==> config.mk <==
export PLATFORM = sky130hd
export DESIGN_NAME = qa_drv_hc_fifo_from_host_flat
export DESIGN_NICKNAME = d
export VERILOG_FILES = /design/src/rtl/qa_drv_hc_fifo_from_host_pkg.sv /design/src/rtl/qa_drv_hc_fifo_from_host_if.sv /design/src/rtl/qa_drv_hc_fifo_from_host_rob.sv /design/src/rtl/qa_drv_hc_fifo_from_host.sv /design/src/flat_wrapper.sv
export SDC_FILE = /design/constraint.sdc
export NUM_CORES = 2
export LEC_CHECK = 0
export BUFFER_PORTS_ARGS = -buffer_cell sky130_fd_sc_hd__buf_2
export CAP_MARGIN = 40
export CORE_MARGIN = 2
export CORE_UTILIZATION = 53
export DETAILED_ROUTE_END_ITERATION = 8
export PLACE_DENSITY = 0.72
export SETUP_SLACK_MARGIN = 0.3
export SYNTH_ARGS = -nofsm -noshare
export SYNTH_HDL_FRONTEND = slang
export SYNTH_SLANG_ARGS = --single-unit
==> constraint.sdc <==
create_clock -name clk -period 115.8 [get_ports clk]
set_clock_uncertainty 0.2 [all_clocks]
set_input_delay 23.16 -clock clk [delete_from_list [all_inputs] [get_ports clk]]
set_output_delay 23.16 -clock clk [all_outputs]
set_load 0.01 [all_outputs]
==> src/rtl/qa_drv_hc_fifo_from_host_pkg.sv <==
// ============================================================================
// Module : qa_drv_hc_fifo_from_host_pkg
// Brief  : Shared host-channel types for the host-to-FPGA ring reader.
// Rev    : 1.0  initial release
// ============================================================================
`default_nettype none

package qa_drv_hc_fifo_from_host_pkg;

    localparam int N_IDX_BITS       = 13;
    localparam int N_SLOT_BITS      = 3;
    localparam int CCI_CLDATA_WIDTH = 512;
    localparam int CCI_MDATA_WIDTH  = 16;
    localparam int CCI_CLADDR_WIDTH = 32;

    typedef logic [N_IDX_BITS-1:0]       t_FIFO_FROM_HOST_IDX;
    typedef logic [N_SLOT_BITS-1:0]      t_FROM_HOST_SLOT;
    typedef logic [CCI_CLDATA_WIDTH-1:0] t_cci_cldata;
    typedef logic [CCI_MDATA_WIDTH-1:0]  t_cci_mdata;
    typedef logic [CCI_CLADDR_WIDTH-1:0] t_cci_claddr;

    // Upper mdata bits identify this client; the low N_SLOT_BITS carry the slot.
    localparam t_cci_mdata MDATA_FROM_HOST_TAG = 16'h4000;

    typedef enum logic [3:0] {
        eREQ_WRLINE_I = 4'h1,
        eREQ_RDLINE_S = 4'h4
    } t_cci_req;

    typedef struct packed {
        t_cci_req    req_type;
        t_cci_claddr address;
        t_cci_mdata  mdata;
    } t_cci_ReqMemHdr;

    typedef struct packed {
        t_cci_mdata mdata;
    } t_cci_RspMemHdr;

    typedef struct packed {
        logic           rdValid;
        t_cci_RspMemHdr hdr;
        t_cci_cldata    data;
    } t_if_cci_c0_Rx;

    typedef struct packed {
        logic        afu_en;
        t_cci_claddr afu_read_frame;
    } t_CSR_AFU_STATE;

    typedef struct packed {
        logic           request;
        t_cci_ReqMemHdr readHeader;
    } t_FRAME_ARB_READ;

    typedef struct packed {
        logic request;
    } t_FRAME_ARB_WRITE;

    typedef struct packed {
        t_FRAME_ARB_READ  read;
        t_FRAME_ARB_WRITE write;
    } t_FRAME_ARB;

    typedef struct packed {
        logic readerGrant;
    } t_CHANNEL_GRANT_ARB;

    typedef struct packed {
        t_FIFO_FROM_HOST_IDX newestWriteIdx;
    } t_TO_FIFO_FROM_HOST;

    typedef struct packed {
        t_FIFO_FROM_HOST_IDX oldestReadIdx;
    } t_FROM_FIFO_FROM_HOST;

    function automatic logic is_from_host_tag(input t_cci_mdata m);
        return m[CCI_MDATA_WIDTH-1:N_SLOT_BITS] ==
               MDATA_FROM_HOST_TAG[CCI_MDATA_WIDTH-1:N_SLOT_BITS];
    endfunction

endpackage

`default_nettype wire

==> src/rtl/qa_drv_hc_fifo_from_host_if.sv <==
// ============================================================================
// Module : qa_drv_hc_fifo_from_host_if
// Brief  : LEAP-facing receive port (head line, valid, consume).
// Rev    : 1.0  initial release
// ============================================================================
`default_nettype none

interface qa_drv_hc_fifo_from_host_if;
    import qa_drv_hc_fifo_from_host_pkg::*;

    t_cci_cldata rx_data;
    logic        rx_rdy;
    logic        rx_enable;

    modport master (output rx_data, output rx_rdy, input  rx_enable);
    modport slave  (input  rx_data, input  rx_rdy, output rx_enable);
endinterface

`default_nettype wire

==> src/rtl/qa_drv_hc_fifo_from_host_rob.sv <==
// ============================================================================
// Module : qa_drv_hc_fifo_from_host_rob
// Brief  : Reorder buffer; slots allocated in order, filled in any order,
//          released in order from the head.
// Rev    : 1.0  initial release
// ============================================================================
`default_nettype none

module qa_drv_hc_fifo_from_host_rob #(
    parameter int SLOT_BITS  = 3,
    parameter int DATA_WIDTH = 512
) (
    input  wire logic                  clk,
    input  wire logic                  reset_n,
    input  wire logic                  i_alloc,
    output logic [SLOT_BITS-1:0]       o_alloc_slot,
    output logic                       o_not_full,
    input  wire logic                  i_fill,
    input  wire logic [SLOT_BITS-1:0]  i_fill_slot,
    input  wire logic [DATA_WIDTH-1:0] i_fill_data,
    input  wire logic                  i_deq,
    output logic                       o_head_valid,
    output logic [DATA_WIDTH-1:0]      o_head_data
);
    localparam int N_SLOTS = 1 << SLOT_BITS;

    logic [SLOT_BITS-1:0]  r_tail;
    logic [SLOT_BITS-1:0]  r_head;
    logic [N_SLOTS-1:0]    r_pending;
    logic [N_SLOTS-1:0]    r_valid;
    logic [DATA_WIDTH-1:0] r_data [N_SLOTS];
    logic                  w_fill_ok;

    // Fills to slots that were never requested (e.g. stale after reset) are dropped.
    assign w_fill_ok = i_fill && r_pending[i_fill_slot];

    always_ff @(posedge clk) begin
        if (!reset_n) begin
            r_tail    <= '0;
            r_head    <= '0;
            r_pending <= '0;
            r_valid   <= '0;
        end else begin
            if (i_alloc) begin
                r_pending[r_tail] <= 1'b1;
                r_tail            <= r_tail + SLOT_BITS'(1);
            end
            if (w_fill_ok) begin
                r_pending[i_fill_slot] <= 1'b0;
                r_valid[i_fill_slot]   <= 1'b1;
            end
            if (i_deq) begin
                r_valid[r_head] <= 1'b0;
                r_head          <= r_head + SLOT_BITS'(1);
            end
        end
    end

    always_ff @(posedge clk) begin
        if (w_fill_ok) begin
            r_data[i_fill_slot] <= i_fill_data;
        end
    end

    // Slots are used in ring order, so the tail being busy means every slot is.
    assign o_alloc_slot = r_tail;
    assign o_not_full   = !(r_pending[r_tail] || r_valid[r_tail]);
    assign o_head_valid = r_valid[r_head];
    assign o_head_data  = r_data[r_head];

endmodule

`default_nettype wire

==> src/rtl/qa_drv_hc_fifo_from_host.sv <==
// ============================================================================
// Module : qa_drv_hc_fifo_from_host
// Brief  : Host-to-FPGA ring reader: issues CCI line reads, reorders the
//          responses and delivers lines in ring order. Optional macro
//          QA_HC_FROM_HOST_PTR_BATCH_EN batches consumer-index publishing.
// Rev    : 1.0  initial release
// ============================================================================
`default_nettype none

module qa_drv_hc_fifo_from_host
    import qa_drv_hc_fifo_from_host_pkg::*;
(
    input  wire logic                  clk,
    input  wire logic                  reset_n,
    input  wire t_if_cci_c0_Rx         rx0,
    input  wire t_CSR_AFU_STATE        csr,
    output t_FRAME_ARB                 frame_reader,
    input  wire t_CHANNEL_GRANT_ARB    read_grant,
    input  wire t_TO_FIFO_FROM_HOST    status_to_fifo_from_host,
    output t_FROM_FIFO_FROM_HOST       fifo_from_host_to_status,
    qa_drv_hc_fifo_from_host_if.master rx
);

    t_FIFO_FROM_HOST_IDX r_req_idx;
    t_FIFO_FROM_HOST_IDX r_cons_idx;
    t_FIFO_FROM_HOST_IDX r_oldest;
    t_FROM_HOST_SLOT     w_tail;
    logic                w_not_full;
    logic                w_request;
    logic                w_alloc;
    logic                w_fill;
    logic                w_deq;
    logic                w_head_valid;
    t_cci_cldata         w_head_data;

    assign w_request = csr.afu_en &&
                       (r_req_idx != status_to_fifo_from_host.newestWriteIdx) &&
                       w_not_full;
    assign w_alloc   = w_request && read_grant.readerGrant;
    assign w_fill    = rx0.rdValid && is_from_host_tag(rx0.hdr.mdata);
    assign w_deq     = rx.rx_enable && w_head_valid;

    always_comb begin
        frame_reader                             = '0;
        frame_reader.read.request                = w_request;
        frame_reader.read.readHeader.req_type    = eREQ_RDLINE_S;
        frame_reader.read.readHeader.address     = csr.afu_read_frame + t_cci_claddr'(r_req_idx);
        frame_reader.read.readHeader.mdata       = MDATA_FROM_HOST_TAG | t_cci_mdata'(w_tail);
        frame_reader.write.request               = 1'b0;
    end

    always_ff @(posedge clk) begin
        if (!reset_n) begin
            r_req_idx  <= '0;
            r_cons_idx <= '0;
        end else begin
            if (w_alloc) begin
                r_req_idx <= r_req_idx + t_FIFO_FROM_HOST_IDX'(1);
            end
            if (w_deq) begin
                r_cons_idx <= r_cons_idx + t_FIFO_FROM_HOST_IDX'(1);
            end
        end
    end

    qa_drv_hc_fifo_from_host_rob #(
        .SLOT_BITS  (N_SLOT_BITS),
        .DATA_WIDTH (CCI_CLDATA_WIDTH)
    ) u_rob (
        .clk          (clk),
        .reset_n      (reset_n),
        .i_alloc      (w_alloc),
        .o_alloc_slot (w_tail),
        .o_not_full   (w_not_full),
        .i_fill       (w_fill),
        .i_fill_slot  (rx0.hdr.mdata[N_SLOT_BITS-1:0]),
        .i_fill_data  (rx0.data),
        .i_deq        (w_deq),
        .o_head_valid (w_head_valid),
        .o_head_data  (w_head_data)
    );

`ifdef QA_HC_FROM_HOST_PTR_BATCH_EN
    localparam int IDLE_LIMIT = 16;

    logic [3:0] r_idle_cnt;
    logic       w_quarter;
    logic       w_idle_pub;
    logic       w_publish;

    // Publish on each quarter-ring crossing, or once the consumer has gone quiet.
    assign w_quarter  = r_cons_idx[N_IDX_BITS-2] != r_oldest[N_IDX_BITS-2];
    assign w_idle_pub = !w_deq && (r_idle_cnt == 4'(IDLE_LIMIT-1)) && (r_cons_idx != r_oldest);
    assign w_publish  = w_quarter || w_idle_pub;

    always_ff @(posedge clk) begin
        if (!reset_n) begin
            r_oldest   <= '0;
            r_idle_cnt <= '0;
        end else if (w_publish) begin
            r_oldest   <= r_cons_idx;
            r_idle_cnt <= '0;
        end else if (w_deq) begin
            r_idle_cnt <= '0;
        end else if (r_idle_cnt != 4'(IDLE_LIMIT-1)) begin
            r_idle_cnt <= r_idle_cnt + 4'd1;
        end
    end
`else
    always_ff @(posedge clk) begin
        if (!reset_n) begin
            r_oldest <= '0;
        end else begin
            r_oldest <= r_cons_idx;
        end
    end
`endif

    assign fifo_from_host_to_status.oldestReadIdx = r_oldest;
    assign rx.rx_rdy  = w_head_valid;
    assign rx.rx_data = w_head_data;

endmodule

`default_nettype wire

==> src/flat_wrapper.sv <==
// flat-port wrapper written by rule: the top's interface ports become plain ports
module qa_drv_hc_fifo_from_host_flat import qa_drv_hc_fifo_from_host_pkg::*;
  (clk, reset_n, rx0, csr, frame_reader, read_grant, status_to_fifo_from_host, fifo_from_host_to_status, rx_rx_data, rx_rx_rdy, rx_rx_enable);
  qa_drv_hc_fifo_from_host_if rx_i ();
  input  wire logic clk;
  input  wire logic reset_n;
  input  wire t_if_cci_c0_Rx rx0;
  input  wire t_CSR_AFU_STATE csr;
  output t_FRAME_ARB frame_reader;
  input  wire t_CHANNEL_GRANT_ARB read_grant;
  input  wire t_TO_FIFO_FROM_HOST status_to_fifo_from_host;
  output t_FROM_FIFO_FROM_HOST fifo_from_host_to_status;
  output wire logic [$bits(rx_i.rx_data)-1:0] rx_rx_data;
  output wire logic [$bits(rx_i.rx_rdy)-1:0] rx_rx_rdy;
  input wire logic [$bits(rx_i.rx_enable)-1:0] rx_rx_enable;
  assign rx_rx_data = rx_i.rx_data;
  assign rx_rx_rdy = rx_i.rx_rdy;
  assign rx_i.rx_enable = rx_rx_enable;
  qa_drv_hc_fifo_from_host u_core (.clk(clk), .reset_n(reset_n), .rx0(rx0), .csr(csr), .frame_reader(frame_reader), .read_grant(read_grant), .status_to_fifo_from_host(status_to_fifo_from_host), .fifo_from_host_to_status(fifo_from_host_to_status), .rx(rx_i));
endmodule
==> flow_summary.yaml <==
synth:
  ys_warn_count: 0
  yosys.area_share.xor_xnor_pct: 0.3066
  synth_mux_area_share_pct: 18.45
  postSynthRegisterBits: 4160
  synth_simple_gate_area_share_pct: 0.6730
  synthFlopType: "edfxtp_1"
  largest_family_of_logic_cells_by_synthesized_area: "multiplexers"
  synth_top_cell_area_share_pct: 78.29
  synth-compound-area-share_pct: 0.3672
  synth_enable_flop_cells: 4096
  post_synth_fa_ha_maj_area_fraction_pct: 0.1481
  yosys.area.top_type: "edfxtp_1"
  synth.avg_cell_area_um2: 24.60
  synth_seq_area_share_pct: 79.11
  postSynthCellCount: 6387
  synth_async_sr_flop_share_pct: 0
  yosysUniqueCellTypes: 61
  synthTopCellsByArea: "edfxtp_1, mux4_2, mux2_2"
  area_of_the_mapped_netlist_um2: 157100
sta:
  finalWorstPathRequiredPeriod_ns: 49.30
  timing.final.setup_violations: 0
  max_freq_ghz: 0.02028
  slew_violations: 0
  max_slew.worst_pin.slew_ns: 1.202
  tns_ns: 0
  finalHoldViolations: 0
  timing.max_slew.rel_slack_pct: 19.88
  timing.final.crit_share_pct: 42.57
  unrepaired_setup_endpoints_after_global_routing: "false"
  timing.hold.ws_ns: 0.2994
power_and_ir_drop:
  pwr_density_cell_nw_per_um2: 16.44
  power.ir.vdd_worst_v: 0.00001819
  p_leak_uw: 0.05734
critical_path:
  crit_fanout: 10
  setup.worst_path.start_class: "input pin"
  arrival_ns: 25.94
  reg2reg_slack_ns: 110.46
  critPathKind: "in2out"
  r2r-end: "u_core.u_rob.r_data[5][108]"
  crit_path_end_kind: "output port"
  critPathLaunch: "csr[0]"
  crit-reg2reg-launch: "u_core.u_rob.r_pending[3]"
  endpoint: "frame_reader[35]"
  reg2regPathDepth: 10
  timing.critical_path.required_ns: 92.44
clock_tree:
  h_tree_depth_reported_by_cts: 5
  clk_pin_slew_ns: 0.06
  clk-insertion-delay-late_ns: 0.91
  cts_post_setup_buffers_inserted: 0
  cts_max_path_buffers: 4
  ctsResizeCount: 0
  clkSinkCount: 4160
  tritoncts: "done"
  tritoncts_buffer_count: 412
  ctsRootBufferMaster: "clkbuf_16"
  cts_hold_repair.buffers: 0
route:
  drc: 0
  final_antenna_net_count: 0
  totalWireLength_um: 358500
  dr.first_iter.drc_count: 6779
  detail_route.vias_per_cell: 6.005
  routed_wire_length_per_instance_um: 29.58
  drt_pass1_iterations: 6
  detailroute.via_count: 72781
die:
  dieWidth_um: 548.4
  fp.coreArea_um2: 294300
  effective_utilization_at_floorplan_pct: 53.38
  die_height_um: 548.4
  fp.dieArea_um2: 300800
  floorplan.io_pins: 1159
  placementRows: 199
cells_and_area:
  layout-drive-gt1-share_pct: 42.49
  multiInputGateArea_um2: 31430
  layout_common_cells: "edfxtp_1, buf_2, mux4_2"
  nNetsFinal: 8387
  number_of_filler_cells_placed_in_the_layout: 19490
  most_frequent_standard_cell_in_the_layout_excluding_fill_and_tap_cells: "edfxtp_1"
  seqCellArea_um2: 124300
  layout-area-overhead-vs-synth_pct: 15.95
run:
  maxCapViolations: 0
global_routing:
  grt_start_max_net_pins: 160
  grt_antenna_before_repair: 206
  via_count_of_the_first_global_routing_pass: 74113
  grt_pass1_wl_um: 516600
  globalRouteTotalUtil_pct: 23.47
  global_route.overflow_total: 0
placement:
  finalWeightedCongestion: 0.8903
  dp.final_hpwl_um: 211300
  numPortBuffers: 1140
status:
  outcome: "completed"
hold_path:
  hp-class: "reg2reg"
worst min path at each step:
stage	slack, ns	endpoint	from	cells after the start
after floorplan	0.25	u_core.fifo_from_host_to_status[12]	u_core.r_cons_idx[12]	1
after global placement	0.26	u_core.fifo_from_host_to_status[12]	u_core.r_cons_idx[12]	1
after detailed placement	0.27	u_core.fifo_from_host_to_status[12]	u_core.r_cons_idx[12]	1
after CTS	0.30	u_core.fifo_from_host_to_status[12]	u_core.r_cons_idx[12]	1
after global routing	0.31	u_core.fifo_from_host_to_status[12]	u_core.r_cons_idx[12]	1
final	0.30	u_core.fifo_from_host_to_status[12]	u_core.r_cons_idx[12]	1
where the power goes:
group	switching [uW]	total [uW]	internal (uW)
Combinational	23.4	32.7	9.27
Sequential	0.301	1650	1650
Clock	555	1310	754
registers in the layout, indices dropped and copies added, names as in the netlist, named ones only:
name                             count
u_core.r_req_idx                    13
u_core.u_rob.r_valid                 8
u_core.u_rob.r_data               4096
u_core.r_cons_idx                   13
u_core.u_rob.r_head                  3
u_core.u_rob.r_pending               8
u_core.u_rob.o_alloc_slot            3
u_core.fifo_from_host_to_status     13
stage by stage:
step           power [uW]  std cells  setup WS [ns]  cell area (um2)  util [%]
3_3_place_gp         1713      11253          66.76           167500     56.90
2_1_floorplan        1690       6403          53.44           157200         -
6_report             2995      12120          66.50           182100     61.89
3_5_place_dp         1716      11295          66.75           168600     57.28
4_1_cts              3016      12048          66.74           182000     61.83
5_1_grt              3076      12084          66.33           182100     61.86
Yosys cell counts (4+ instances only):
library cell     n
edfxtp_1      4096
mux4_2        1026
mux2_2         513
clkbuf_1       184
buf_2           92
dfxtp_1         64
nor2_1          34
nand2_1         30
xnor2_1         28
xor2_1          27
buf_1           21
nand3_1         21
a21oi_1         20
buf_4           20
o21ai_0         20
and2_1          17
ha_1            17
nor3_1          17
and3_1          14
nand2b_1        11
mux2i_1         10
nand4_1          9
a41oi_1          8
inv_1            7
a21o_1           6
buf_6            6
nor4_1           6
o221a_2          6
nor4_2           4
or3_1            4
routing by layer:
metal,up-vias,GRT usage (%),part of all wire [%]
met1,38607,29.74,37
met2,2917,37.77,49
met4,142,9.946,4.6
met3,823,7.294,9.0
met5,-,0,0.25
li1,30292,-,-
kinds of logic after synthesis:
logic type	Yosys count
and+or+nand+nor	189
xor gates and xnor gates	55
other	2
buffers and inverters	331
DFF	4160
AOI/OAI and AO/OA	83
adders and majority gates	18
muxes	1549
cell type report:
cell class	count	area share, %
Antenna cell	72	0.09892
Clock buffer	486	5.903
Clock inverter	267	1.451
Inverter	8	0.01649
Multi-Input combinational cell	1912	17.26
Sequential cell	4160	68.24
Tap cell	3919	2.692
Timing Repair Buffer	1296	4.347
critical path, cell delays in order:
cell and delay [ns]:
buf_2 0.08, ha_1 0.22, fa_1 0.27, a211oi_1 0.11, nor4b_1 0.46, o31ai_1 0.21, a21boi_2 0.40, o21ai_0 0.17
xnor2_1 0.60, buf_2 0.26
No activity file was read; power rests on OpenSTA's default activity.
